### config.mk
export PLATFORM = sky130hd
export DESIGN_NAME = fpu_wb_arb_flat
export DESIGN_NICKNAME = d
export VERILOG_FILES = /design/src/rtl/fpu_pkg.sv /design/src/rtl/fpu_wb_arb_if.sv /design/src/rtl/fpu_res_fifo.sv /design/src/rtl/fpu_wb_arb.sv /design/src/flat_wrapper.sv
export SDC_FILE = /design/constraint.sdc
export NUM_CORES = 1
export LEC_CHECK = 0
export ABC_AREA = 1
export ABC_CLOCK_PERIOD_IN_PS = 3400
export CAP_MARGIN = 20
export CORE_MARGIN = 3
export CORE_UTILIZATION = 55
export CTS_CLUSTER_DIAMETER = 150
export CTS_CLUSTER_SIZE = 10
export DETAILED_ROUTE_END_ITERATION = 6
export PLACE_DENSITY = 0.76
export SYNTH_ARGS = -nofsm -noshare
export SYNTH_HDL_FRONTEND = slang
export SYNTH_HIERARCHICAL = 1
export SYNTH_SLANG_ARGS = --single-unit
### constraint.sdc
create_clock -name clk -period 3.4 [get_ports clk]
set_input_delay 0.51 -clock clk [delete_from_list [all_inputs] [get_ports clk]]
set_output_delay 0.51 -clock clk [all_outputs]
set_load 0.03 [all_outputs]
### src/rtl/fpu_pkg.sv
// Shared FPU writeback types: the 32-bit result word, the queued writeback entry,
// and the source indices used by the writeback arbiter.
package fpu_pkg;

   localparam int FP_TAG_W = 5;

   typedef logic [31:0] fp_word_t;

   typedef struct packed {
      logic [FP_TAG_W-1:0] tag;
      fp_word_t            data;
      logic                ovf;
   } wb_entry_t;

   localparam logic SRC_MUL = 1'b0;
   localparam logic SRC_AUX = 1'b1;

endpackage

### src/rtl/fpu_wb_arb_if.sv
// Bus bundle between the two FPU result producers, the writeback collector and
// the FP register-file write port.
interface fpu_wb_arb_if
   import fpu_pkg::*;
#(
   parameter int TAG_W = 5
);

   logic             mul_valid;
   logic             mul_ready;
   logic [TAG_W-1:0] mul_tag;
   fp_word_t         mul_data;
   logic             mul_ovf;

   logic             aux_valid;
   logic             aux_ready;
   logic [TAG_W-1:0] aux_tag;
   fp_word_t         aux_data;
   logic             aux_ovf;

   logic             wb_stall;
   logic             wb_we;
   logic [TAG_W-1:0] wb_addr;
   fp_word_t         wb_data;

   logic             ovf_sticky;
   logic             ovf_clr;
   logic             pending;

   modport master (
      output mul_valid, mul_tag, mul_data, mul_ovf,
      output aux_valid, aux_tag, aux_data, aux_ovf,
      output wb_stall, ovf_clr,
      input  mul_ready, aux_ready,
      input  wb_we, wb_addr, wb_data, ovf_sticky, pending
   );

   modport slave (
      input  mul_valid, mul_tag, mul_data, mul_ovf,
      input  aux_valid, aux_tag, aux_data, aux_ovf,
      input  wb_stall, ovf_clr,
      output mul_ready, aux_ready,
      output wb_we, wb_addr, wb_data, ovf_sticky, pending
   );

endinterface

### src/rtl/fpu_res_fifo.sv
// Per-source result FIFO; pushes are refused when full and pops when empty.
// Full/empty come from a count one bit wider than the wrapping pointers.
module fpu_res_fifo
   import fpu_pkg::*;
#(
   parameter int  DEPTH   = 4,
   parameter type entry_t = wb_entry_t
) (
   input  logic   clk,
   input  logic   rstn,
   input  logic   i_push,
   input  entry_t i_entry,
   input  logic   i_pop,
   output entry_t o_head,
   output logic   o_full,
   output logic   o_empty
);

   localparam int PTR_W = $clog2(DEPTH);
   localparam logic [PTR_W-1:0] PTR_ONE = 1;
   localparam logic [PTR_W:0]   CNT_ONE = 1;

   entry_t           r_mem [DEPTH];
   logic [PTR_W-1:0] r_wr_ptr;
   logic [PTR_W-1:0] r_rd_ptr;
   logic [PTR_W:0]   r_count;
   logic             w_push;
   logic             w_pop;

   assign w_push  = i_push && !o_full;
   assign w_pop   = i_pop && !o_empty;
   // DEPTH is a power of two, so the count MSB alone marks full.
   assign o_full  = r_count[PTR_W];
   assign o_empty = (r_count == '0);
   assign o_head  = r_mem[r_rd_ptr];

   always_ff @(posedge clk) begin
      if (w_push) r_mem[r_wr_ptr] <= i_entry;
   end

   always_ff @(posedge clk or negedge rstn) begin
      if (!rstn) begin
         r_wr_ptr <= '0;
         r_rd_ptr <= '0;
         r_count  <= '0;
      end else begin
         if (w_push) r_wr_ptr <= r_wr_ptr + PTR_ONE;
         if (w_pop)  r_rd_ptr <= r_rd_ptr + PTR_ONE;
         if (w_push && !w_pop)      r_count <= r_count + CNT_ONE;
         else if (w_pop && !w_push) r_count <= r_count - CNT_ONE;
      end
   end

endmodule

### src/rtl/fpu_wb_arb.sv
// FPU writeback collector: queues fmul and aux results, round-robins them onto the
// single FP register-file write port, and keeps a sticky overflow flag.
module fpu_wb_arb
   import fpu_pkg::*;
#(
   parameter int DEPTH = 4,
   parameter int TAG_W = 5
) (
   input logic         clk,
   input logic         rstn,
   fpu_wb_arb_if.slave bus
);

   typedef struct packed {
      logic [TAG_W-1:0] tag;
      fp_word_t         data;
      logic             ovf;
   } entry_t;

   entry_t           w_mul_in;
   entry_t           w_aux_in;
   entry_t           w_mul_head;
   entry_t           w_aux_head;
   entry_t           w_win;
   logic             w_mul_full;
   logic             w_mul_empty;
   logic             w_aux_full;
   logic             w_aux_empty;
   logic             w_contend;
   logic             w_grant_mul;
   logic             w_grant_aux;
   logic             w_grant;

   logic             r_rr_ptr;
   logic             r_wb_we;
   logic [TAG_W-1:0] r_wb_addr;
   fp_word_t         r_wb_data;
   logic             r_ovf_sticky;

   assign w_mul_in = '{tag: bus.mul_tag, data: bus.mul_data, ovf: bus.mul_ovf};
   assign w_aux_in = '{tag: bus.aux_tag, data: bus.aux_data, ovf: bus.aux_ovf};

   fpu_res_fifo #(.DEPTH(DEPTH), .entry_t(entry_t)) u_mul_fifo (
      .clk     (clk),
      .rstn    (rstn),
      .i_push  (bus.mul_valid),
      .i_entry (w_mul_in),
      .i_pop   (w_grant_mul),
      .o_head  (w_mul_head),
      .o_full  (w_mul_full),
      .o_empty (w_mul_empty)
   );

   fpu_res_fifo #(.DEPTH(DEPTH), .entry_t(entry_t)) u_aux_fifo (
      .clk     (clk),
      .rstn    (rstn),
      .i_push  (bus.aux_valid),
      .i_entry (w_aux_in),
      .i_pop   (w_grant_aux),
      .o_head  (w_aux_head),
      .o_full  (w_aux_full),
      .o_empty (w_aux_empty)
   );

   // rr_ptr only arbitrates when both queues hold work; a lone source always wins.
   assign w_contend   = !w_mul_empty && !w_aux_empty;
   assign w_grant_mul = !bus.wb_stall && !w_mul_empty && (w_aux_empty || r_rr_ptr == SRC_MUL);
   assign w_grant_aux = !bus.wb_stall && !w_aux_empty && (w_mul_empty || r_rr_ptr == SRC_AUX);
   assign w_grant     = w_grant_mul || w_grant_aux;
   assign w_win       = w_grant_aux ? w_aux_head : w_mul_head;

   always_ff @(posedge clk or negedge rstn) begin
      if (!rstn) begin
         r_rr_ptr     <= SRC_MUL;
         r_wb_we      <= 1'b0;
         r_wb_addr    <= '0;
         r_wb_data    <= '0;
         r_ovf_sticky <= 1'b0;
      end else begin
         r_wb_we <= w_grant;
         if (w_grant) begin
            r_wb_addr <= w_win.tag;
            r_wb_data <= w_win.data;
         end
         if (!bus.wb_stall && w_contend) r_rr_ptr <= ~r_rr_ptr;
         if (w_grant && w_win.ovf) r_ovf_sticky <= 1'b1;
         else if (bus.ovf_clr)     r_ovf_sticky <= 1'b0;
      end
   end

   assign bus.mul_ready  = !w_mul_full;
   assign bus.aux_ready  = !w_aux_full;
   assign bus.wb_we      = r_wb_we;
   assign bus.wb_addr    = r_wb_addr;
   assign bus.wb_data    = r_wb_data;
   assign bus.ovf_sticky = r_ovf_sticky;
   assign bus.pending    = !w_mul_empty || !w_aux_empty || r_wb_we;

endmodule

### src/flat_wrapper.sv
// flat-port wrapper written by rule: the top's interface ports become plain ports
module fpu_wb_arb_flat import fpu_pkg::*;
#(
   parameter int DEPTH = 4,
   parameter int TAG_W = 5
)
  (clk, rstn, bus_mul_valid, bus_mul_tag, bus_mul_data, bus_mul_ovf, bus_aux_valid, bus_aux_tag, bus_aux_data, bus_aux_ovf, bus_wb_stall, bus_ovf_clr, bus_mul_ready, bus_aux_ready, bus_wb_we, bus_wb_addr, bus_wb_data, bus_ovf_sticky, bus_pending);
  fpu_wb_arb_if #(.TAG_W(TAG_W)) bus_i ();
  input logic clk;
  input logic rstn;
  input wire logic [$bits(bus_i.mul_valid)-1:0] bus_mul_valid;
  input wire logic [$bits(bus_i.mul_tag)-1:0] bus_mul_tag;
  input wire logic [$bits(bus_i.mul_data)-1:0] bus_mul_data;
  input wire logic [$bits(bus_i.mul_ovf)-1:0] bus_mul_ovf;
  input wire logic [$bits(bus_i.aux_valid)-1:0] bus_aux_valid;
  input wire logic [$bits(bus_i.aux_tag)-1:0] bus_aux_tag;
  input wire logic [$bits(bus_i.aux_data)-1:0] bus_aux_data;
  input wire logic [$bits(bus_i.aux_ovf)-1:0] bus_aux_ovf;
  input wire logic [$bits(bus_i.wb_stall)-1:0] bus_wb_stall;
  input wire logic [$bits(bus_i.ovf_clr)-1:0] bus_ovf_clr;
  output wire logic [$bits(bus_i.mul_ready)-1:0] bus_mul_ready;
  output wire logic [$bits(bus_i.aux_ready)-1:0] bus_aux_ready;
  output wire logic [$bits(bus_i.wb_we)-1:0] bus_wb_we;
  output wire logic [$bits(bus_i.wb_addr)-1:0] bus_wb_addr;
  output wire logic [$bits(bus_i.wb_data)-1:0] bus_wb_data;
  output wire logic [$bits(bus_i.ovf_sticky)-1:0] bus_ovf_sticky;
  output wire logic [$bits(bus_i.pending)-1:0] bus_pending;
  assign bus_i.mul_valid = bus_mul_valid;
  assign bus_i.mul_tag = bus_mul_tag;
  assign bus_i.mul_data = bus_mul_data;
  assign bus_i.mul_ovf = bus_mul_ovf;
  assign bus_i.aux_valid = bus_aux_valid;
  assign bus_i.aux_tag = bus_aux_tag;
  assign bus_i.aux_data = bus_aux_data;
  assign bus_i.aux_ovf = bus_aux_ovf;
  assign bus_i.wb_stall = bus_wb_stall;
  assign bus_i.ovf_clr = bus_ovf_clr;
  assign bus_mul_ready = bus_i.mul_ready;
  assign bus_aux_ready = bus_i.aux_ready;
  assign bus_wb_we = bus_i.wb_we;
  assign bus_wb_addr = bus_i.wb_addr;
  assign bus_wb_data = bus_i.wb_data;
  assign bus_ovf_sticky = bus_i.ovf_sticky;
  assign bus_pending = bus_i.pending;
  fpu_wb_arb #(.DEPTH(DEPTH), .TAG_W(TAG_W)) u_core (.clk(clk), .rstn(rstn), .bus(bus_i));
endmodule
# Yosys cells after proc, flatten, opt, wreduce, memory -nomap -nowiden
# Memory sizes are Yosys's and may differ from the RTL's.
# Index checks and enable logic that the tools add are counted.
# classes
add_sub_neg,8
n_mux,11
n_bitwise,1
n_reduce_logical,34
# op_table
cell,n
$mux 38,1
$logic_and 1x1->1,15
$mux 3,4
$logic_not 1->1,9
$add 2x1->2 const B,4
$add 3x1->3 const B,2
$logic_not 3->1,2
$mux 1,6
$reduce_bool 2->1,3
$sub 3x1->3 const B,2
$logic_or 1x1->1,5
$not 1->1,1
# word_totals
ff_bits,54
ramBits,304
in_bits,82
elab_cells,67
memories,2
# memory_table
memory,words,word_bits,rd,rd_clocked_by_memory_dff,wr,line,source
u_core.u_aux_fifo.r_mem,4,38,1,0,1,fpu_res_fifo.sv:23,entry_t r_mem [DEPTH];
u_core.u_mul_fifo.r_mem,4,38,1,0,1,fpu_res_fifo.sv:23,

# Logic depth before layout (Yosys ltp)
# Gate-level depths: netlist of the first run.
# logic_depth
word_depth,8
depth_mapped,18
depth_no_buf,16

# Cells and area by module
# Netlist of the first run, hierarchy kept.
# modules_own_cells
mod,instances,cells_per_inst,area_each_um2,seq_area_each_um2
fpu_res_fifo,2,499,6821.5,4739.5
fpu_wb_arb,1,341,2297.2,1001.0

# Worst setup path after synthesis of the first run
# No wires, ideal clock.
# synth_timing
kind,register to register
start,register u_core.u_aux_fifo.r_wr_ptr[0]
end,"memory u_core/u_aux_fifo/r_mem[2][0] (netlist name), enable pin"
arrival_time_ns,2.264
setup_slack_ns,0.703
path_stages_with_launch,5
path_buffers,0
path_cell_list,dfrtp_1 > inv_1 > ha_1 > inv_1 > nor2_1
# synth_rtl
element,line,source
from (decl),fpu_res_fifo.sv:24,logic [PTR_W-1:0] r_wr_ptr;
from (signal assigned),fpu_res_fifo.sv:47,if (w_push) r_wr_ptr <= r_wr_ptr + PTR_ONE;
to (decl),fpu_res_fifo.sv:23,
# Straight into the memory's write port.

# Worst setup path in the final report of the first run
# layout_timing
start,register u_core.u_mul_fifo.r_count[0]
end,output port bus_pending
# layout_between
elab_chain_cells,4
# layout_rtl
element,line,source
from (decl),fpu_res_fifo.sv:26,logic [PTR_W:0] r_count;
from (signal assigned),fpu_res_fifo.sv:49,if (w_push && !w_pop) r_count <= r_count + CNT_ONE;
from (signal assigned),fpu_res_fifo.sv:50,else if (w_pop && !w_push) r_count <= r_count - CNT_ONE;
$logic_not 3->1,fpu_res_fifo.sv:34,assign o_empty = (r_count == '0);
named net u_core.w_mul_empty,fpu_wb_arb.sv:26,logic w_mul_empty;
$logic_not 1->1,fpu_wb_arb.sv:97,assign bus.pending = !w_mul_empty || !w_aux_empty || r_wb_we;
$logic_or 1x1->1 (2 in a row),fpu_wb_arb.sv:97,
to (decl),flat_wrapper.sv:27,output wire logic [$bits(bus_i.pending)-1:0] bus_pending;
# The timed path passes the listed nets, and every way through them passes these cells.

==> results_tabular.tex, run 1 <==
\begin{tabular}{lr}
\hline
Metric & Value \\
\hline
\multicolumn{2}{l}{\textbf{Yosys}} \\
\quad Top-area cell type share of the netlist area & 0.573 \\
\quad Main area contributors after synthesis & sky130\_fd\_sc\_hd\_\_edfxtp\_1, sky130\_fd\_sc\_hd\_\_o211ai\_2, sky130\_fd\_sc\_hd\_\_nand2\_1, sky130\_fd\_sc\_hd\_\_dfrtp\_1, sky130\_fd\_sc\_hd\_\_inv\_1 \\
\quad Average instance area after synthesis & 11.9 µm² \\
\quad Sequential fraction of the synthesis area & 0.657 \\
\quad Cell area after synthesis & 15900 µm² \\
\quad Top cell type by total area after synthesis & sky130\_fd\_sc\_hd\_\_edfxtp\_1 \\
\quad Number of instances in the synthesized netlist & 1339 \\
\quad Unique cell type count in the Yosys netlist & 24 \\
\quad Syn. warnings & 6 \\
\quad Seq cells post-synth & 358 \\
\quad Synthesized net count & 1433 \\
\multicolumn{2}{l}{\textbf{Worst setup path}} \\
\quad Length in cells of the worst reg-to-reg path & 13 \\
\quad Capture point of the worst reg-to-reg path & u\_core/u\_mul\_fifo/r\_count[2] \\
\quad Maximum single-stage delay on the critical path & 650 ps \\
\quad Slack of the worst reg-to-reg path & 1260 ps \\
\quad Critical path launch point type & flip-flop \\
\quad Arrival time worst endpoint & 2120 ps \\
\quad Req. time, crit path & 2890 ps \\
\quad Cell type group with the largest total delay on the critical path & buffers and inverters \\
\quad CP max-delay cell & sky130\_fd\_sc\_hd\_\_clkdlybuf4s50\_1 \\
\quad Cells along the critical path & nor2\_1 > nand2\_1 > inv\_1 > nand3b\_1 > clkdlybuf4s50\_1 \\
\quad Max Fanout on Critical Path & 5 \\
\quad Setup CP Type & flip-flop to primary output \\
\quad Crit path buffers/inverters & 2 \\
\quad Startpoint of the lowest-slack register-to-register path & u\_core/u\_mul\_fifo/r\_count[0] \\
\quad Worst Setup End Kind & primary output \\
\multicolumn{2}{l}{\textbf{STA}} \\
\quad Max Slew Vio Count & 0 \\
\quad Setup Viol. Count Final & 0 \\
\quad Period Utilization, post-route & 0.774 \\
\quad Hold violation count in the final report & 0 \\
\quad Peak Freq & 380 MHz \\
\quad Final-layout setup total negative slack & 0 ps \\
\quad Worst slew margin relative to its limit & 0.446 \\
\quad Transition time at the pin with the least slew margin & 831 ps \\
\quad Minimum clock period after layout & 2630 ps \\
\quad Setup repair after global routing missed its margin & false \\
\quad Final worst clock skew & 15.4 ps \\
\multicolumn{2}{l}{\textbf{Run status}} \\
\quad Run status & finished clean \\
\multicolumn{2}{l}{\textbf{Route}} \\
\quad Routed length per placed instance & 16.7 µm \\
\quad Total routed wirelength & 31200 µm \\
\quad DRC viols & 0 \\
\quad TritonRoute pass-1 iters & 5 \\
\quad Via count & 9457 \\
\quad Via density per instance & 5.06 \\
\quad Remaining antenna violation count & 0 \\
\quad Count of routing violations after the opening detailed-route iteration & 677 \\
\multicolumn{2}{l}{\textbf{Power}} \\
\quad Portion of total power attributed to sequential cells & 0.380 \\
\quad Portion of total power attributed to the clock network & 0.237 \\
\quad Power density normalized to cell area & 871 nW/µm² \\
\quad Combinational share of power & 0.383 \\
\quad Internal power & 10.1 mW \\
\quad Static leakage & 7.92 nW \\
\quad Proportion of total power due to net switching & 0.376 \\
\quad IR Drop Worst-Case VDD & 0.579 mV \\
\quad Net switching component of the power & 6.10 mW \\
\multicolumn{2}{l}{\textbf{Clocking}} \\
\quad Cts hold-fix bufs & 0 \\
\quad Root Driver & sky130\_fd\_sc\_hd\_\_clkbuf\_16 \\
\quad Worst skew pair latency & 510 ps \\
\quad Clock slew seen by the registers of the worst setup and hold paths & 60 ps \\
\quad Clock sink count & 358 \\
\quad Post\_cts resized & 0 \\
\quad Post-CTS setup buffer count & 0 \\
\quad Cts bufs inserted & 41 \\
\quad TritonCTS clock tree & yes \\
\quad Buffers from clock root to sink, at most & 3 \\
\quad CTS H-Tree Depth & 2 \\
\multicolumn{2}{l}{\textbf{Die}} \\
\quad Die Width & 176 µm \\
\quad Initial core utilization & 0.566 \\
\quad Standard-cell row count & 61 \\
\quad Die ar. & 31100 µm² \\
\quad Number of top-level design ports & 124 \\
\quad Die extent in y & 176 µm \\
\quad Standard cell core area & 28200 µm² \\
\multicolumn{2}{l}{\textbf{Final layout}} \\
\quad Core occupancy in the finished layout & 0.660 \\
\quad Layout Area Growth over Synthesis & 16.7\% \\
\quad Ratio of cells with drive above 1 in the final layout & 0.152 \\
\quad Fill cell instance count of the final layout & 2051 \\
\quad Number of nets in the layout & 1555 \\
\quad Antenna diode count & 0 \\
\quad Design Area, Final & 18600 µm² \\
\quad Storage cell area & 10500 µm² \\
\quad Area of combinational cells with multiple inputs & 4040 µm² \\
\multicolumn{2}{l}{\textbf{Hold path}} \\
\quad Type of the tightest min-delay check & input port to async pin \\
\multicolumn{2}{l}{\textbf{Placement}} \\
\quad Cell Area, Placed & 17400 µm² \\
\quad Number of input and output port buffers inserted & 123 \\
\quad Routability congestion estimate from global placement & 0.818 \\
\quad Detailed Place HPWL & 20000 µm \\
\multicolumn{2}{l}{\textbf{Global route}} \\
\quad First-pass GRT wire length & 49400 µm \\
\quad Residual overflow from global routing & 0 \\
\quad Antenna violations before repair & 0 \\
\quad Largest net degree at the start of global routing & 61 \\
\quad Total global-route track usage & 0.202 \\
\quad Vias in the first global route & 9100 \\
\multicolumn{2}{l}{\textbf{Job}} \\
\quad Max Cap Viol & 0 \\
\hline
\end{tabular}
-- sequential cells by signal, indices dropped and copies added (netlist names), 3 cells and up --
register	count
u_core/bus.wb_data	32
u_core/u_mul_fifo/r_count	3
u_core/u_mul_fifo/r_mem	152
u_core/u_aux_fifo/r_count	3
u_core/u_aux_fifo/r_mem	152
u_core/bus.wb_addr	5
-- how the worst max path moves through the flow --
stage / cells after the start / startpoint / to / slack, ps
floorplan: 4 / u_core/u_aux_fifo/r_wr_ptr[0] / u_core/u_aux_fifo/r_mem[2][0] / 700
global placement: 10 / bus_aux_valid / u_core/u_aux_fifo/r_count[2] / 920
detailed placement: 10 / bus_mul_valid / u_core/u_mul_fifo/r_count[2] / 870
CTS: 5 / u_core/u_mul_fifo/r_count[0] / bus_pending / 740
global route: 5 / u_core/u_mul_fifo/r_count[0] / bus_pending / 680
finish: 5 / u_core/u_mul_fifo/r_count[0] / bus_pending / 770
-- metal layers --
| metal | track usage | part of all wire | vias to the layer above |
|---|---|---|---|
| li1 | - | - | 4687 |
| met4 | 0.0475 | 0.018 | 0 |
| met3 | 0.0325 | 0.052 | 41 |
| met2 | 0.323 | 0.48 | 215 |
| met5 | 0 | 0 | - |
| met1 | 0.294 | 0.45 | 4514 |
-- synth_stat cells --
library cell               instances
sky130_fd_sc_hd__xor2_1            3
sky130_fd_sc_hd__inv_1           257
sky130_fd_sc_hd__ha_1             10
sky130_fd_sc_hd__buf_2            34
sky130_fd_sc_hd__nand4_1           2
sky130_fd_sc_hd__dfrtp_1          54
sky130_fd_sc_hd__xnor2_1           2
sky130_fd_sc_hd__nand3_1          82
sky130_fd_sc_hd__o211ai_1         14
sky130_fd_sc_hd__o21ai_1           2
sky130_fd_sc_hd__o211ai_2        138
sky130_fd_sc_hd__nand2_2           2
sky130_fd_sc_hd__a21oi_2           1
sky130_fd_sc_hd__nor2_1           11
sky130_fd_sc_hd__fa_1              2
sky130_fd_sc_hd__inv_2             8
sky130_fd_sc_hd__buf_6            21
sky130_fd_sc_hd__buf_4            11
sky130_fd_sc_hd__nor2_2            1
sky130_fd_sc_hd__edfxtp_1        304
sky130_fd_sc_hd__clkbuf_1          1
sky130_fd_sc_hd__nand2_1         377
sky130_fd_sc_hd__o21a_1            1
sky130_fd_sc_hd__nand3b_1          1
-- worst reg2reg max path, stage by stage (launching register included) --
cell                      delay, ps
sky130_fd_sc_hd__dfrtp_1        420
sky130_fd_sc_hd__nor2_1         130
sky130_fd_sc_hd__nand2_1        120
sky130_fd_sc_hd__inv_1          180
sky130_fd_sc_hd__nor2_1          60
sky130_fd_sc_hd__o21a_1         130
sky130_fd_sc_hd__nand2_1        100
sky130_fd_sc_hd__ha_1           180
sky130_fd_sc_hd__inv_1           70
sky130_fd_sc_hd__fa_1           380
sky130_fd_sc_hd__nand2_1        110
sky130_fd_sc_hd__nand3_1         80
sky130_fd_sc_hd__nand2_1         60
sky130_fd_sc_hd__nand2_1         40
-- cell usage in the layout, fill, tap and decap left out, drive strengths merged, types with 12 or more instances in the layout --
cell type | Yosys | layout
dfrtp | 54 | 54
nand2 | 379 | 379
inv | 265 | 265
edfxtp | 304 | 304
nor2 | 12 | 12
buf | 66 | 24
o211ai | 152 | 152
clkbuf | 1 | 73
nand3 | 82 | 82
clkdlybuf4s50 | 0 | 122
-- stage by stage --
step | std cells | worst slack, ps | hold WS (ps) | power, mW
floorplan | 1339 | 703 | 214 | 10.7
finish | 1869 | 768 | 97.9 | 16.2
global placement | 1796 | 918 | 465 | 12.3
detailed placement | 1796 | 865 | 465 | 12.5
CTS | 1869 | 743 | 115 | 16.3
global route | 1869 | 680 | 141 | 17.2
-- area by class of cell --
class / count / share of cell area
Clock buffer: 73 / 0.0622
Inverter: 265 / 0.0537
Multi-Input combinational cell: 649 / 0.217
Sequential cell: 358 / 0.564
Tap cell: 378 / 0.0254
Timing Repair Buffer: 146 / 0.0779
-- power by group through the flow --
stage | sequential (mW) | combinational (mW) | clock [mW]
2_1_floorplan | 6.62 | 4.12 | 0
3_3_place_gp | 6.21 | 6.09 | 0
3_5_place_dp | 6.24 | 6.21 | 0
4_1_cts | 6.16 | 6.24 | 3.92
5_1_grt | 6.23 | 6.88 | 4.11
6_report | 6.16 | 6.20 | 3.83
-- logic make-up (layout without fill, tap and decap cells) --
group,Yosys count,count (layout),synth area share
and+or+nand+nor,476,476,0.120
DFF,358,358,0.657
buffers and inverters,332,484,0.0933
AOI/OAI and AO/OA,156,156,0.117
adders and majority gates,12,12,0.0104
xor gates and xnor gates,5,5,0.00275
Note: power is estimated with default switching activity, not from simulation.
==> run 2: changes to the inputs <==
--- a/config.mk
+++ b/config.mk
@@ -6,7 +6,7 @@
 export NUM_CORES = 1
 export LEC_CHECK = 0
 export ABC_AREA = 1
-export ABC_CLOCK_PERIOD_IN_PS = 3400
+export ABC_CLOCK_PERIOD_IN_PS = 2700
 export CAP_MARGIN = 20
 export CORE_MARGIN = 3
 export CORE_UTILIZATION = 55
==> constraint.sdc (replaced) <==
create_clock -name clk -period 2.7 [get_ports clk]
set_input_delay 0.405 -clock clk [delete_from_list [all_inputs] [get_ports clk]]
set_output_delay 0.405 -clock clk [all_outputs]
set_load 0.03 [all_outputs]
==> run 2 against run 1 <==
Critical path depth stayed put. Die area stayed put. Setup slack worse by 620 ps. Clock skew is 3.7 ps lower. Highest routed layer unchanged. Sequential share of layout area is 0.58 points lower. Clock power is 26% higher. Critical path type unchanged. Via count is 1.2% higher. Final cell count is 0.27% higher. Design area is 1.0% higher. Largest cell class unchanged. Clock-buffer cell count is 1 lower. Largest power group unchanged. Utilization is 0.69 points higher.
==> results_tabular.tex, run 2 (synthesis gave the netlist of run 1 again) <==
\begin{tabular}{lr}
\hline
Metric & Value \\
\hline
\multicolumn{2}{l}{\textbf{Power}} \\
\quad Power density normalized to cell area & 1100 nW/µm² (+26\%) \\
\quad Post-layout power & 20.6 mW (+27\%) \\
\quad IR Drop Worst-Case VDD & 0.588 mV (+1.5\%) \\
\quad Static leakage & 8.00 nW (+0.91\%) \\
\multicolumn{2}{l}{\textbf{Clocking}} \\
\quad Post\_cts resized & 0 (unchanged) \\
\quad Worst skew pair latency & 510 ps (about the same) \\
\quad Post-CTS setup buffer count & 0 (unchanged) \\
\quad TritonCTS clock tree & yes \\
\quad Cts hold-fix bufs & 1 (+1) \\
\quad Buffers from clock root to sink, at most & 3 (unchanged) \\
\quad Clock slew seen by the registers of the worst setup and hold paths & 60 ps (about the same) \\
\quad CTS H-Tree Depth & 2 (unchanged) \\
\quad Root Driver & sky130\_fd\_sc\_hd\_\_clkbuf\_16 \\
\quad Cts bufs inserted & 41 (unchanged) \\
\quad Clock sink count & 358 (unchanged) \\
\multicolumn{2}{l}{\textbf{Worst setup path}} \\
\quad CP max-delay cell & sky130\_fd\_sc\_hd\_\_clkdlybuf4s50\_1 \\
\quad Arrival time worst endpoint & 2150 ps (+30 ps) \\
\quad Critical path capture point & bus\_pending \\
\quad Maximum single-stage delay on the critical path & 660 ps (about the same) \\
\quad Count of cell instances traversed by the critical path & 5 (unchanged) \\
\quad Cell type group with the largest total delay on the critical path & buffers and inverters \\
\quad Cells along the critical path & nor2\_1 > nand2\_1 > inv\_1 > nand3b\_1 > clkdlybuf4s50\_1 \\
\quad Length in cells of the worst reg-to-reg path & 13 (unchanged) \\
\quad Critical path launch point type & flip-flop \\
\quad Capture point of the worst reg-to-reg path & u\_core/u\_mul\_fifo/r\_count[2] \\
\quad Setup CP Type & flip-flop to primary output \\
\quad Worst Setup End Kind & primary output \\
\quad Max Fanout on Critical Path & 5 (unchanged) \\
\quad Startpoint of the lowest-slack register-to-register path & u\_core/u\_mul\_fifo/r\_count[0] \\
\quad Critical Path Source & u\_core/u\_aux\_fifo/r\_count[0] \\
\quad Req. time, crit path & 2300 ps (-590 ps) \\
\quad Slack of the worst reg-to-reg path & 490 ps (-770 ps) \\
\quad Crit path buffers/inverters & 2 (unchanged) \\
\multicolumn{2}{l}{\textbf{Route}} \\
\quad Remaining antenna violation count & 0 (unchanged) \\
\quad Via count & 9571 (+1.2\%) \\
\quad Routed length per placed instance & 17.1 µm (+2.2\%) \\
\quad Count of routing violations after the opening detailed-route iteration & 639 (-5.6\%) \\
\quad DRC viols & 0 (unchanged) \\
\quad TritonRoute pass-1 iters & 5 (unchanged) \\
\quad Via density per instance & 5.11 (+0.94\%) \\
\quad Total routed wirelength & 32000 µm (+2.5\%) \\
\multicolumn{2}{l}{\textbf{Global route}} \\
\quad Residual overflow from global routing & 0 (unchanged) \\
\quad Antenna violations before repair & 0 (unchanged) \\
\quad Total global-route track usage & 0.208 (+0.00632) \\
\quad Vias in the first global route & 9415 (+3.5\%) \\
\quad First-pass GRT wire length & 50900 µm (+3.0\%) \\
\quad Largest net degree at the start of global routing & 69 (+13\%) \\
\multicolumn{2}{l}{\textbf{Job}} \\
\quad Max Cap Viol & 0 (unchanged) \\
\multicolumn{2}{l}{\textbf{STA}} \\
\quad Setup repair after global routing missed its margin & false \\
\quad Peak Freq & 392 MHz \\
\quad Minimum clock period after layout & 2550 ps \\
\quad Worst slew margin relative to its limit & 0.531 (+0.0846) \\
\quad Final worst clock skew & 11.7 ps (-3.69 ps) \\
\quad Final-layout setup total negative slack & 0 ps (unchanged) \\
\quad Hold violation count in the final report & 0 (unchanged) \\
\quad Setup Viol. Count Final & 0 (unchanged) \\
\quad Max Slew Vio Count & 0 (unchanged) \\
\quad Period Utilization, post-route & 0.945 \\
\quad Transition time at the pin with the least slew margin & 704 ps (-127 ps) \\
\multicolumn{2}{l}{\textbf{Die}} \\
\quad Die ar. & 31100 µm² (unchanged) \\
\quad Die extent in y & 176 µm (unchanged) \\
\quad Standard cell core area & 28200 µm² (unchanged) \\
\quad Standard-cell row count & 61 (unchanged) \\
\quad Initial core utilization & 0.566 (unchanged) \\
\quad Die Width & 176 µm (unchanged) \\
\quad Number of top-level design ports & 124 (unchanged) \\
\multicolumn{2}{l}{\textbf{Placement}} \\
\quad Number of input and output port buffers inserted & 123 (unchanged) \\
\quad Cell Area, Placed & 17600 µm² (+1.1\%) \\
\quad Routability congestion estimate from global placement & 0.836 (+2.1\%) \\
\quad Detailed Place HPWL & 20300 µm (+1.5\%) \\
\quad Number of placed cells counting well taps & 1801 (+0.28\%) \\
\multicolumn{2}{l}{\textbf{Final layout}} \\
\quad Antenna diode count & 0 (unchanged) \\
\quad Most frequent cells in the layout & sky130\_fd\_sc\_hd\_\_nand2\_1, sky130\_fd\_sc\_hd\_\_edfxtp\_1, sky130\_fd\_sc\_hd\_\_inv\_1 \\
\quad Final standard cell count with taps included and fillers excluded & 1874 (+0.27\%) \\
\quad Commonest non-fill, non-tap cell in the layout & sky130\_fd\_sc\_hd\_\_nand2\_1 \\
\quad Layout Area Growth over Synthesis & 17.9\% \\
\quad Ratio of cells with drive above 1 in the final layout & 0.154 (+0.00284) \\
\quad Design Area, Final & 18800 µm² (+1.0\%) \\
\quad Number of nets in the layout & 1561 (+0.39\%) \\
\quad Core occupancy in the finished layout & 0.667 (+0.00689) \\
\multicolumn{2}{l}{\textbf{Hold path}} \\
\quad Type of the tightest min-delay check & input port to async pin \\
\multicolumn{2}{l}{\textbf{Run status}} \\
\quad Run status & finished clean \\
\hline
\end{tabular}
run 2: cell count changes in the layout (fill, tap and decap cells not counted), sizes merged:
cell | previous run | this run
dlygate4sd3 | 0 | 1
buf | 24 | 29
clkbuf | 73 | 72
run 2: through the flow:
step / setup WS, ps / hold slack, ps
floorplan: 2.79 / 109
global placement: 445 / 397
detailed placement: 398 / 402
CTS: 113 / 393
global route: 33.6 / 436
finish: 148 / 409
run 2: layout make-up:
type                            count  area, µm²
Timing Repair Buffer              152       1650
Clock buffer                       72       1150
Sequential cell                   358      10500
Inverter                          265       1000
Tap cell                          378        473
Fill cell                        2011       9370
Multi-Input combinational cell    649       4040
run 2: worst min-delay path by stage:
| stage | end | startpoint | cells past startpoint | slack, ps |
|---|---|---|---|---|
| finish | u_core/bus.wb_data[8] | rstn | 2 | 410 |
| global placement | u_core/bus.wb_data[8] | rstn | 1 | 400 |
| CTS | u_core/u_aux_fifo/r_wr_ptr[1] | rstn | 2 | 390 |
| detailed placement | u_core/bus.wb_data[8] | rstn | 1 | 400 |
| floorplan | u_core/bus.ovf_sticky | rstn | 0 | 110 |
| global route | u_core/u_aux_fifo/r_wr_ptr[1] | rstn | 2 | 440 |
run 2: per-layer routing:
metal  GRT usage  share of wire  vias to the layer above  routed length, µm
li1            -              -                     4699                  -
met1       0.294           0.44                     4603              14200
met2       0.341           0.48                      216              15400
met3      0.0338          0.053                       53               1690
met4      0.0544          0.024                        0                768
met5           0              0                        -                  0
run 2: where the power goes:
group | total (mW) | leakage, nW | internal, mW | switching [mW]
Sequential | 7.75 | 3.42 | 7.23 | 0.514
Clock | 4.84 | 0.548 | 2.86 | 1.98
Combinational | 8.07 | 4.03 | 2.78 | 5.28
Total | 20.6 | 8.00 | 12.9 | 7.77
==> run 3: changes to the inputs <==
--- a/config.mk
+++ b/config.mk
@@ -14,6 +14,7 @@
 export CTS_CLUSTER_SIZE = 10
 export DETAILED_ROUTE_END_ITERATION = 6
 export PLACE_DENSITY = 0.76
+export SKIP_LAST_GASP = 1
 export SYNTH_ARGS = -nofsm -noshare
 export SYNTH_HDL_FRONTEND = slang
 export SYNTH_HIERARCHICAL = 1
==> results of run 3 <==
No change in the layout: final DEF, timing and power equal those of run 2.
